$ cat src/rtl/ultimate_controller_pkg.sv
// Shared game definitions: character IDs, sprite size, screen limits, ult states.
// Latency: n/a (types, constants and pure functions only).
// Backpressure: n/a.
package ultimate_controller_pkg;

  // Character IDs; also the bit index of each character in alive / collision vectors.
  localparam logic [1:0] CHAR_MAGE     = 2'd0;
  localparam logic [1:0] CHAR_GUNMAN   = 2'd1;
  localparam logic [1:0] CHAR_SWORDMAN = 2'd2;
  localparam logic [1:0] CHAR_FISTMAN  = 2'd3;
  localparam int         NUM_CHARS     = 4;

  localparam int CHARACTER_WIDTH  = 20;
  localparam int CHARACTER_HEIGHT = 20;
  localparam int XLIMIT           = 319;
  localparam int YLIMIT           = 239;

  typedef enum logic [1:0] {
    CHARGING = 2'd0,
    READY    = 2'd1,
    ACTIVE   = 2'd2,
    COOLDOWN = 2'd3
  } ult_state_t;

  // Latched area-of-effect rectangle, 11-bit so the +extent sums never wrap.
  typedef struct packed {
    logic [10:0] left;
    logic [10:0] right;
    logic [10:0] top;
    logic [10:0] bottom;
  } aoe_box_t;

  // Lower edge of the AOE: p - r, floored at 0 instead of wrapping.
  function automatic logic [10:0] low_bound(input logic [9:0] p, input int r);
    logic [10:0] pe;
    pe = {1'b0, p};
    return (pe >= 11'(r)) ? (pe - 11'(r)) : 11'd0;
  endfunction

  // Upper edge of the AOE: p + sprite extent + r, capped at the screen limit.
  function automatic logic [10:0] high_bound(input logic [9:0] p, input int ext,
                                             input int r, input int lim);
    logic [10:0] s;
    s = {1'b0, p} + 11'(ext) + 11'(r);
    return (s > 11'(lim)) ? 11'(lim) : s;
  endfunction

endpackage

$ cat src/rtl/ultimate_controller_if.sv
// Bundle of the ultimate stage's game-side inputs and health-manager outputs.
// Latency: n/a (wires only).
// Backpressure: none; all signals are level/edge qualified, no handshake.
// master: game/bench side driving buttons, hits, caster, alive mask, positions.
// slave:  ultimate_controller side producing ult_collisions, ultactive, ultready, charge.
interface ultimate_controller_if;
  import ultimate_controller_pkg::*;

  logic                 btnU_ult;
  logic                 hit_in;
  logic [1:0]           currentcharacter;
  logic [NUM_CHARS-1:0] alive;
  logic [9:0]           xmage, ymage, xgunman, ygunman;
  logic [9:0]           xswordman, yswordman, xfistman, yfistman;
  logic [NUM_CHARS-1:0] ult_collisions;
  logic                 ultactive;
  logic                 ultready;
  logic [3:0]           charge;

  modport master (
    output btnU_ult, hit_in, currentcharacter, alive,
    output xmage, ymage, xgunman, ygunman, xswordman, yswordman, xfistman, yfistman,
    input  ult_collisions, ultactive, ultready, charge
  );

  modport slave (
    input  btnU_ult, hit_in, currentcharacter, alive,
    input  xmage, ymage, xgunman, ygunman, xswordman, yswordman, xfistman, yfistman,
    output ult_collisions, ultactive, ultready, charge
  );

endinterface

$ cat src/rtl/ultimate_controller_aoe_box_hit.sv
// Box-vs-character overlap test against an already clamped AOE rectangle.
// Latency: combinational.
// Backpressure: none.
// Ports: en (victim eligible), box (clamped AOE), xi/yi (victim top-left), hit.
module aoe_box_hit
  import ultimate_controller_pkg::*;
(
  input  logic       en,
  input  aoe_box_t   box,
  input  logic [9:0] xi,
  input  logic [9:0] yi,
  output logic       hit
);

  logic [10:0] xe;
  logic [10:0] ye;
  logic [10:0] xr;
  logic [10:0] yb;

  assign xe = {1'b0, xi};
  assign ye = {1'b0, yi};
  assign xr = xe + 11'(CHARACTER_WIDTH);
  assign yb = ye + 11'(CHARACTER_HEIGHT);

  // Strict inequalities: touching edges do not count as overlap.
  assign hit = en && (xe < box.right) && (xr > box.left) &&
               (ye < box.bottom) && (yb > box.top);

endmodule

$ cat src/rtl/ultimate_controller.sv
// Per-character ultimate: charge meter, button-fired AOE, sticky victim vector.
// Latency: fire edge in cycle N -> ultactive at N+1, first victim bit at N+2.
// Backpressure: none; btn/hit edges outside their accepting state are dropped.
// Ports: debouncingclock, reset (sync, active low), ult (slave modport: inputs
//        btnU_ult, hit_in, currentcharacter, alive, positions; outputs
//        ult_collisions, ultactive, ultready, charge).
module ultimate_controller
  import ultimate_controller_pkg::*;
#(
  parameter int CHARGE_MAX     = 8,
  parameter int CHARGE_PERIOD  = 200,
  parameter int ULT_RADIUS     = 30,
  parameter int ACTIVE_TICKS   = 50,
  parameter int COOLDOWN_TICKS = 100
) (
  input logic                 debouncingclock,
  input logic                 reset,
  ultimate_controller_if.slave ult
);

  // One timer is shared by all states; it only needs to hold the largest count.
  localparam int         TW   = $clog2(CHARGE_PERIOD + ACTIVE_TICKS + COOLDOWN_TICKS + 1);
  localparam logic [4:0] CMAX = 5'(CHARGE_MAX);

  ult_state_t           state, state_nxt;
  logic [3:0]           charge_q, charge_nxt;
  logic [4:0]           charge_sum;
  logic [TW-1:0]        tmr_q, tmr_nxt;
  aoe_box_t             box_q, box_nxt;
  logic [NUM_CHARS-1:0] coll_q, coll_nxt;
  logic [NUM_CHARS-1:0] hits;
  logic                 btn_q, hit_q;
  logic                 btn_edge, hit_edge, wrap, caster_alive;
  logic [9:0]           xpos [NUM_CHARS];
  logic [9:0]           ypos [NUM_CHARS];
  logic [9:0]           xc, yc;

  assign xpos[CHAR_MAGE]     = ult.xmage;
  assign ypos[CHAR_MAGE]     = ult.ymage;
  assign xpos[CHAR_GUNMAN]   = ult.xgunman;
  assign ypos[CHAR_GUNMAN]   = ult.ygunman;
  assign xpos[CHAR_SWORDMAN] = ult.xswordman;
  assign ypos[CHAR_SWORDMAN] = ult.yswordman;
  assign xpos[CHAR_FISTMAN]  = ult.xfistman;
  assign ypos[CHAR_FISTMAN]  = ult.yfistman;

  assign xc           = xpos[ult.currentcharacter];
  assign yc           = ypos[ult.currentcharacter];
  assign caster_alive = ult.alive[ult.currentcharacter];

  assign btn_edge   = ult.btnU_ult & ~btn_q;
  assign hit_edge   = ult.hit_in & ~hit_q;
  assign wrap       = (tmr_q == TW'(CHARGE_PERIOD - 1));
  // Passive wrap and hit edge in the same cycle add two.
  assign charge_sum = {1'b0, charge_q} + {4'b0, wrap} + {4'b0, hit_edge};

  for (genvar i = 0; i < NUM_CHARS; i++) begin : g_hit
    aoe_box_hit u_hit (
      .en  (ult.alive[i] && (ult.currentcharacter != 2'(i))),
      .box (box_q),
      .xi  (xpos[i]),
      .yi  (ypos[i]),
      .hit (hits[i])
    );
  end

  always_ff @(posedge debouncingclock) begin
    if (!reset) begin
      state    <= CHARGING;
      charge_q <= '0;
      tmr_q    <= '0;
      box_q    <= '0;
      coll_q   <= '0;
      // Load current inputs so a button/hit held through reset is not an edge.
      btn_q    <= ult.btnU_ult;
      hit_q    <= ult.hit_in;
    end else begin
      state    <= state_nxt;
      charge_q <= charge_nxt;
      tmr_q    <= tmr_nxt;
      box_q    <= box_nxt;
      coll_q   <= coll_nxt;
      btn_q    <= ult.btnU_ult;
      hit_q    <= ult.hit_in;
    end
  end

  always_comb begin
    state_nxt  = state;
    charge_nxt = charge_q;
    tmr_nxt    = tmr_q;
    box_nxt    = box_q;
    coll_nxt   = '0;  // victims only survive while staying in ACTIVE
    unique case (state)
      CHARGING: begin
        tmr_nxt = wrap ? '0 : tmr_q + 1'b1;
        if (charge_sum >= CMAX) begin
          charge_nxt = CMAX[3:0];
          state_nxt  = READY;
          tmr_nxt    = '0;
        end else begin
          charge_nxt = charge_sum[3:0];
        end
      end
      READY: begin
        if (btn_edge && caster_alive) begin
          state_nxt  = ACTIVE;
          charge_nxt = '0;
          tmr_nxt    = '0;
          // Box is frozen at fire time; later caster movement does not drag it.
          box_nxt = '{left:   low_bound(xc, ULT_RADIUS),
                      right:  high_bound(xc, CHARACTER_WIDTH, ULT_RADIUS, XLIMIT),
                      top:    low_bound(yc, ULT_RADIUS),
                      bottom: high_bound(yc, CHARACTER_HEIGHT, ULT_RADIUS, YLIMIT)};
        end
      end
      ACTIVE: begin
        if (!caster_alive || (tmr_q == TW'(ACTIVE_TICKS - 1))) begin
          state_nxt = COOLDOWN;
          tmr_nxt   = '0;
        end else begin
          tmr_nxt  = tmr_q + 1'b1;
          coll_nxt = coll_q | hits;  // sticky: one hit per victim per activation
        end
      end
      COOLDOWN: begin
        if (tmr_q == TW'(COOLDOWN_TICKS - 1)) begin
          state_nxt = CHARGING;
          tmr_nxt   = '0;
        end else begin
          tmr_nxt = tmr_q + 1'b1;
        end
      end
      default: state_nxt = CHARGING;
    endcase
  end

  assign ult.ult_collisions = coll_q;
  assign ult.ultactive      = (state == ACTIVE);
  assign ult.ultready       = (state == READY);
  assign ult.charge         = charge_q;

endmodule

$ cat src/flat_wrapper.sv
// flat-port wrapper written by rule: the top's interface ports become plain ports
module ultimate_controller_flat import ultimate_controller_pkg::*;
#(
  parameter int CHARGE_MAX     = 8,
  parameter int CHARGE_PERIOD  = 200,
  parameter int ULT_RADIUS     = 30,
  parameter int ACTIVE_TICKS   = 50,
  parameter int COOLDOWN_TICKS = 100
)
  (debouncingclock, reset, ult_btnU_ult, ult_hit_in, ult_currentcharacter, ult_alive, ult_xmage, ult_ymage, ult_xgunman, ult_ygunman, ult_xswordman, ult_yswordman, ult_xfistman, ult_yfistman, ult_ult_collisions, ult_ultactive, ult_ultready, ult_charge);
  ultimate_controller_if ult_i ();
  input logic debouncingclock;
  input logic reset;
  input wire logic [$bits(ult_i.btnU_ult)-1:0] ult_btnU_ult;
  input wire logic [$bits(ult_i.hit_in)-1:0] ult_hit_in;
  input wire logic [$bits(ult_i.currentcharacter)-1:0] ult_currentcharacter;
  input wire logic [$bits(ult_i.alive)-1:0] ult_alive;
  input wire logic [$bits(ult_i.xmage)-1:0] ult_xmage;
  input wire logic [$bits(ult_i.ymage)-1:0] ult_ymage;
  input wire logic [$bits(ult_i.xgunman)-1:0] ult_xgunman;
  input wire logic [$bits(ult_i.ygunman)-1:0] ult_ygunman;
  input wire logic [$bits(ult_i.xswordman)-1:0] ult_xswordman;
  input wire logic [$bits(ult_i.yswordman)-1:0] ult_yswordman;
  input wire logic [$bits(ult_i.xfistman)-1:0] ult_xfistman;
  input wire logic [$bits(ult_i.yfistman)-1:0] ult_yfistman;
  output wire logic [$bits(ult_i.ult_collisions)-1:0] ult_ult_collisions;
  output wire logic [$bits(ult_i.ultactive)-1:0] ult_ultactive;
  output wire logic [$bits(ult_i.ultready)-1:0] ult_ultready;
  output wire logic [$bits(ult_i.charge)-1:0] ult_charge;
  assign ult_i.btnU_ult = ult_btnU_ult;
  assign ult_i.hit_in = ult_hit_in;
  assign ult_i.currentcharacter = ult_currentcharacter;
  assign ult_i.alive = ult_alive;
  assign ult_i.xmage = ult_xmage;
  assign ult_i.ymage = ult_ymage;
  assign ult_i.xgunman = ult_xgunman;
  assign ult_i.ygunman = ult_ygunman;
  assign ult_i.xswordman = ult_xswordman;
  assign ult_i.yswordman = ult_yswordman;
  assign ult_i.xfistman = ult_xfistman;
  assign ult_i.yfistman = ult_yfistman;
  assign ult_ult_collisions = ult_i.ult_collisions;
  assign ult_ultactive = ult_i.ultactive;
  assign ult_ultready = ult_i.ultready;
  assign ult_charge = ult_i.charge;
  ultimate_controller #(.CHARGE_MAX(CHARGE_MAX), .CHARGE_PERIOD(CHARGE_PERIOD), .ULT_RADIUS(ULT_RADIUS), .ACTIVE_TICKS(ACTIVE_TICKS), .COOLDOWN_TICKS(COOLDOWN_TICKS)) u_core (.debouncingclock(debouncingclock), .reset(reset), .ult(ult_i));
endmodule
$ cat config.mk
export PLATFORM = sky130hd
export DESIGN_NAME = ultimate_controller_flat
export DESIGN_NICKNAME = d
export VERILOG_FILES = /design/src/rtl/ultimate_controller_pkg.sv /design/src/rtl/ultimate_controller_if.sv /design/src/rtl/ultimate_controller_aoe_box_hit.sv /design/src/rtl/ultimate_controller.sv /design/src/flat_wrapper.sv
export SDC_FILE = /design/constraint.sdc
export NUM_CORES = 1
export LEC_CHECK = 0
export CAP_MARGIN = 0
export CORE_MARGIN = 10
export CORE_UTILIZATION = 35
export DETAILED_ROUTE_END_ITERATION = 10
export GPL_ROUTABILITY_DRIVEN = 0
export SETUP_SLACK_MARGIN = 0.02
export SLEW_MARGIN = 20
export SYNTH_ARGS = -nofsm -noshare
export SYNTH_HDL_FRONTEND = slang
export SYNTH_SLANG_ARGS = --single-unit
$ cat constraint.sdc
create_clock -name debouncingclock -period 3.7 [get_ports debouncingclock]
set_input_delay 0.37 -clock debouncingclock [delete_from_list [all_inputs] [get_ports debouncingclock]]
set_output_delay 0.37 -clock debouncingclock [all_outputs]
set_load 0.02 [all_outputs]
==> flow_summary.json <==
{
  "outcome": "finished, final reports clean",
  "cts_buffer_depth": 2,
  "wirelength_mm": 26.3,
  "relSlewSlack": 0.570,
  "synth_cells": 987,
  "synth_area_leaders": "ha_1 (27%), dfxtp_1 (16%), mux4_2 (5.7%), xnor2_1 (5.5%), nor2_1 (3.6%)",
  "wire_per_inst_um": 18.7,
  "ys.flop_type": "dfxtp_1",
  "fill_cells": 2386,
  "cts_resized": 0,
  "setup_viol": 0,
  "drive_gt1_frac": 0.0551,
  "arrival_ns": 3.36,
  "syn2layout_area_growth_pct": 20.0,
  "highest_layer": "met4",
  "yosysWarnings": 0,
  "num_vias": 7817,
  "slew_violations": 0,
  "ys_seq_area_frac": 0.158,
  "critPathCaptureType": "register",
  "reg2regPathDepth": 11,
  "synth_nets": 1257,
  "die_w_um": 174,
  "synth_enable_flop_cells": 0,
  "cts_tree": "built",
  "grt_pass1_wl_mm": 41.2,
  "grt_use_total": 0.170,
  "numCtsBuffers": 9,
  "intPower_mw": 1.89,
  "yosys_register_bits": 65,
  "worst_slew_pin_slew_ns": 0.629,
  "synth.top_cell.area_share": 0.271,
  "synth_cell_types": 68,
  "cts_root_buf": "clkbuf_16",
  "htree_levels": 3,
  "drcViolationCount": 0,
  "hp-class": "reg -> reg",
  "cap_violations": 0,
  "grt_pass1_vias": 7634,
  "cts.sinks": 65,
  "dieArea_um2": 30100,
  "cellLeakagePower_nw": 3.79,
  "gr-total-overflow": 0,
  "fin_crit_ns": 3.07,
  "synthArstFlopShare": 0,
  "clkLatencyLatePin_ns": 0.34,
  "clk_pin_slew_ns": 0.06,
  "cp-start-kind": "primary input",
  "nets": 1353,
  "drt_iter0_drc": 430,
  "hold_buffers": 0,
  "switching_share": 0.377,
  "startpoint": "ult_xswordman[4]",
  "finish.instance_area_um2": 9900,
  "synth_area_leader_cell": "ha_1",
  "grt_antenna_before_repair": 0,
  "initial_core_util": 0.354,
  "fin_crit_sh": 0.829,
  "die_h_um": 174,
  "drtPass1Iterations": 5,
  "grt_max_degree": 22,
  "place_area_um2": 9590,
  "finClkSkew_ns": 0.0134,
  "wl_met2_mm": 11.9,
  "hold_viol": 0,
  "postCtsSetupRepairBufs": 0,
  "seqPwrFrac": 0.265,
  "worstPathRequired_ns": 3.99,
  "pwr-share-clk": 0.287,
  "cellPowerDensity_nw_per_um2": 306,
  "crit_fanout": 6,
  "rr_startpoint": "u_core.tmr_q[0]",
  "power_frac_comb": 0.448,
  "synth.avg_cell_area_um2": 8.36,
  "hpwl_mm": 22.3,
  "antennaDiodeCount": 0,
  "ir_drop_mv": 0.265,
  "wl_met1_mm": 12.3,
  "fmaxAchievable_mhz": 326,
  "setup-tns-final_ns": 0,
  "routed_via_density": 5.56,
  "ant_nets": 0,
  "io_pins": 100,
  "netlist_area_um2": 8250,
  "rows": 56,
  "core_area_um2": 23300,
  "worstHoldStart": "u_core.box_q[17]",
  "rsz0062_at_grt": "false",
  "p_switching_mw": 1.14,
  "criticalPathCategory": "in -> reg",
  "port_buffers": 99,
  "min_path_cells": 2,
  "wl_met3_mm": 1.32
}
==> worst paths after layout <==
check / to / slack, ns
worst max-delay path: u_core.ult.ult_collisions[2] / 0.63
worst min-delay path: u_core.box_q[17] / 0.44
worst max register to register: u_core.tmr_q[5] / 0.77
worst min register to register: u_core.box_q[17] / 0.44
==> flip-flops by register name, indices dropped and copies added (netlist names) <==
signal and cells:
u_core.hit_q 1, u_core.tmr_q 9, u_core.ult.charge 4, u_core.state 2, u_core.box_q 44, u_core.btn_q 1, u_core.ult.ult_collisions 4
==> cell usage after synthesis, types with 12 or more instances <==
library cell / number
a211oi_1: 13
a21o_1: 17
a21oi_1: 47
clkbuf_1: 13
dfxtp_1: 65
ha_1: 179
inv_1: 70
mux4_2: 21
nand2_1: 73
nand2b_1: 12
nand3_1: 21
nand4_1: 23
nor2_1: 79
nor2b_1: 17
nor3_1: 15
o211ai_1: 13
o21a_1: 29
o21ai_0: 52
o21ai_1: 21
xnor2_1: 52
xor2_1: 25
==> cell usage in the layout (no fill, tap or decap), types with 4 or more instances in the layout <==
master / count
a211o_1: 4
a211oi_1: 13
a21o_1: 17
a21oi_1: 47
a221oi_1: 5
a22oi_1: 6
a31oi_1: 10
and2_1: 4
and3_1: 8
buf_4: 13
clkbuf_16: 9
clkdlybuf4s50_1: 98
dfxtp_1: 65
ha_1: 179
inv_1: 70
mux4_2: 21
nand2_1: 73
nand2b_1: 12
nand3_1: 21
nand3b_1: 5
nand4_1: 23
nor2_1: 79
nor2b_1: 17
nor3_1: 15
o2111ai_1: 8
o211ai_1: 13
o21a_1: 29
o21ai_0: 52
o21ai_1: 21
o221a_1: 4
o22ai_1: 5
o31ai_1: 6
or2_1: 4
xnor2_1: 52
xor2_1: 25
==> cells by family (layout without fill, tap and decap cells) <==
kind of cell,after synthesis,in the layout,share of synthesized area
simple gates,281,281,0.168
compound gates,262,262,0.209
fa+ha+maj,180,180,0.274
buf+inv,99,200,0.0500
xor+xnor,77,77,0.0817
flops,65,65,0.158
mux,23,23,0.0599
==> layout make-up <==
cell class                      instances  area, µm²  share of cell area
Inverter                               72        270              0.0273
Tap cell                              319        399              0.0403
Sequential cell                        65       1300               0.131
Clock buffer                           10        239              0.0241
Timing Repair Buffer                  112       1080               0.109
Multi-Input combinational cell        823       6540               0.660
Clock inverter                          6       67.6             0.00683
==> power groups by stage <==
stage	combinational [mW]	clock, mW	sequential (mW)
final	1.36	0.869	0.802
after global routing	1.52	0.933	0.810
after CTS	1.36	0.890	0.801
after detailed placement	1.35	0	0.817
after global placement	1.33	0	0.815
after floorplan	0.893	0	0.816
==> worst max-delay path, stage by stage <==
cell and delay [ns]:
clkdlybuf4s50_1 0.54, a21oi_1 0.38, nand3b_1 0.18, xnor2_1 0.09, ha_1 0.31, o21ai_0 0.09, a221o_1 0.39, a41oi_1 0.31
o211ai_1 0.15, a311oi_1 0.27, o211a_1 0.18, o21a_1 0.10
==> through the flow <==
stage           util  hold slack [ns]  instances  power, mW  setup slack (ns)
6_report       0.424            0.441       1407       3.03             0.631
5_1_grt        0.424            0.467       1407       3.26             0.452
4_1_cts        0.424            0.446       1407       3.05             0.671
3_5_place_dp   0.411            0.439       1391       2.16             0.328
3_3_place_gp   0.411            0.433       1391       2.15             0.320
2_1_floorplan      -            0.398        987       1.71             0.928
==> layer usage <==
metal  track usage  up-vias
li1              -     3852
met1         0.226     3693
met2         0.275      229
met3        0.0259       43
met4        0.0539        0
met5             0        -
Power figures use the tool's default switching activity.
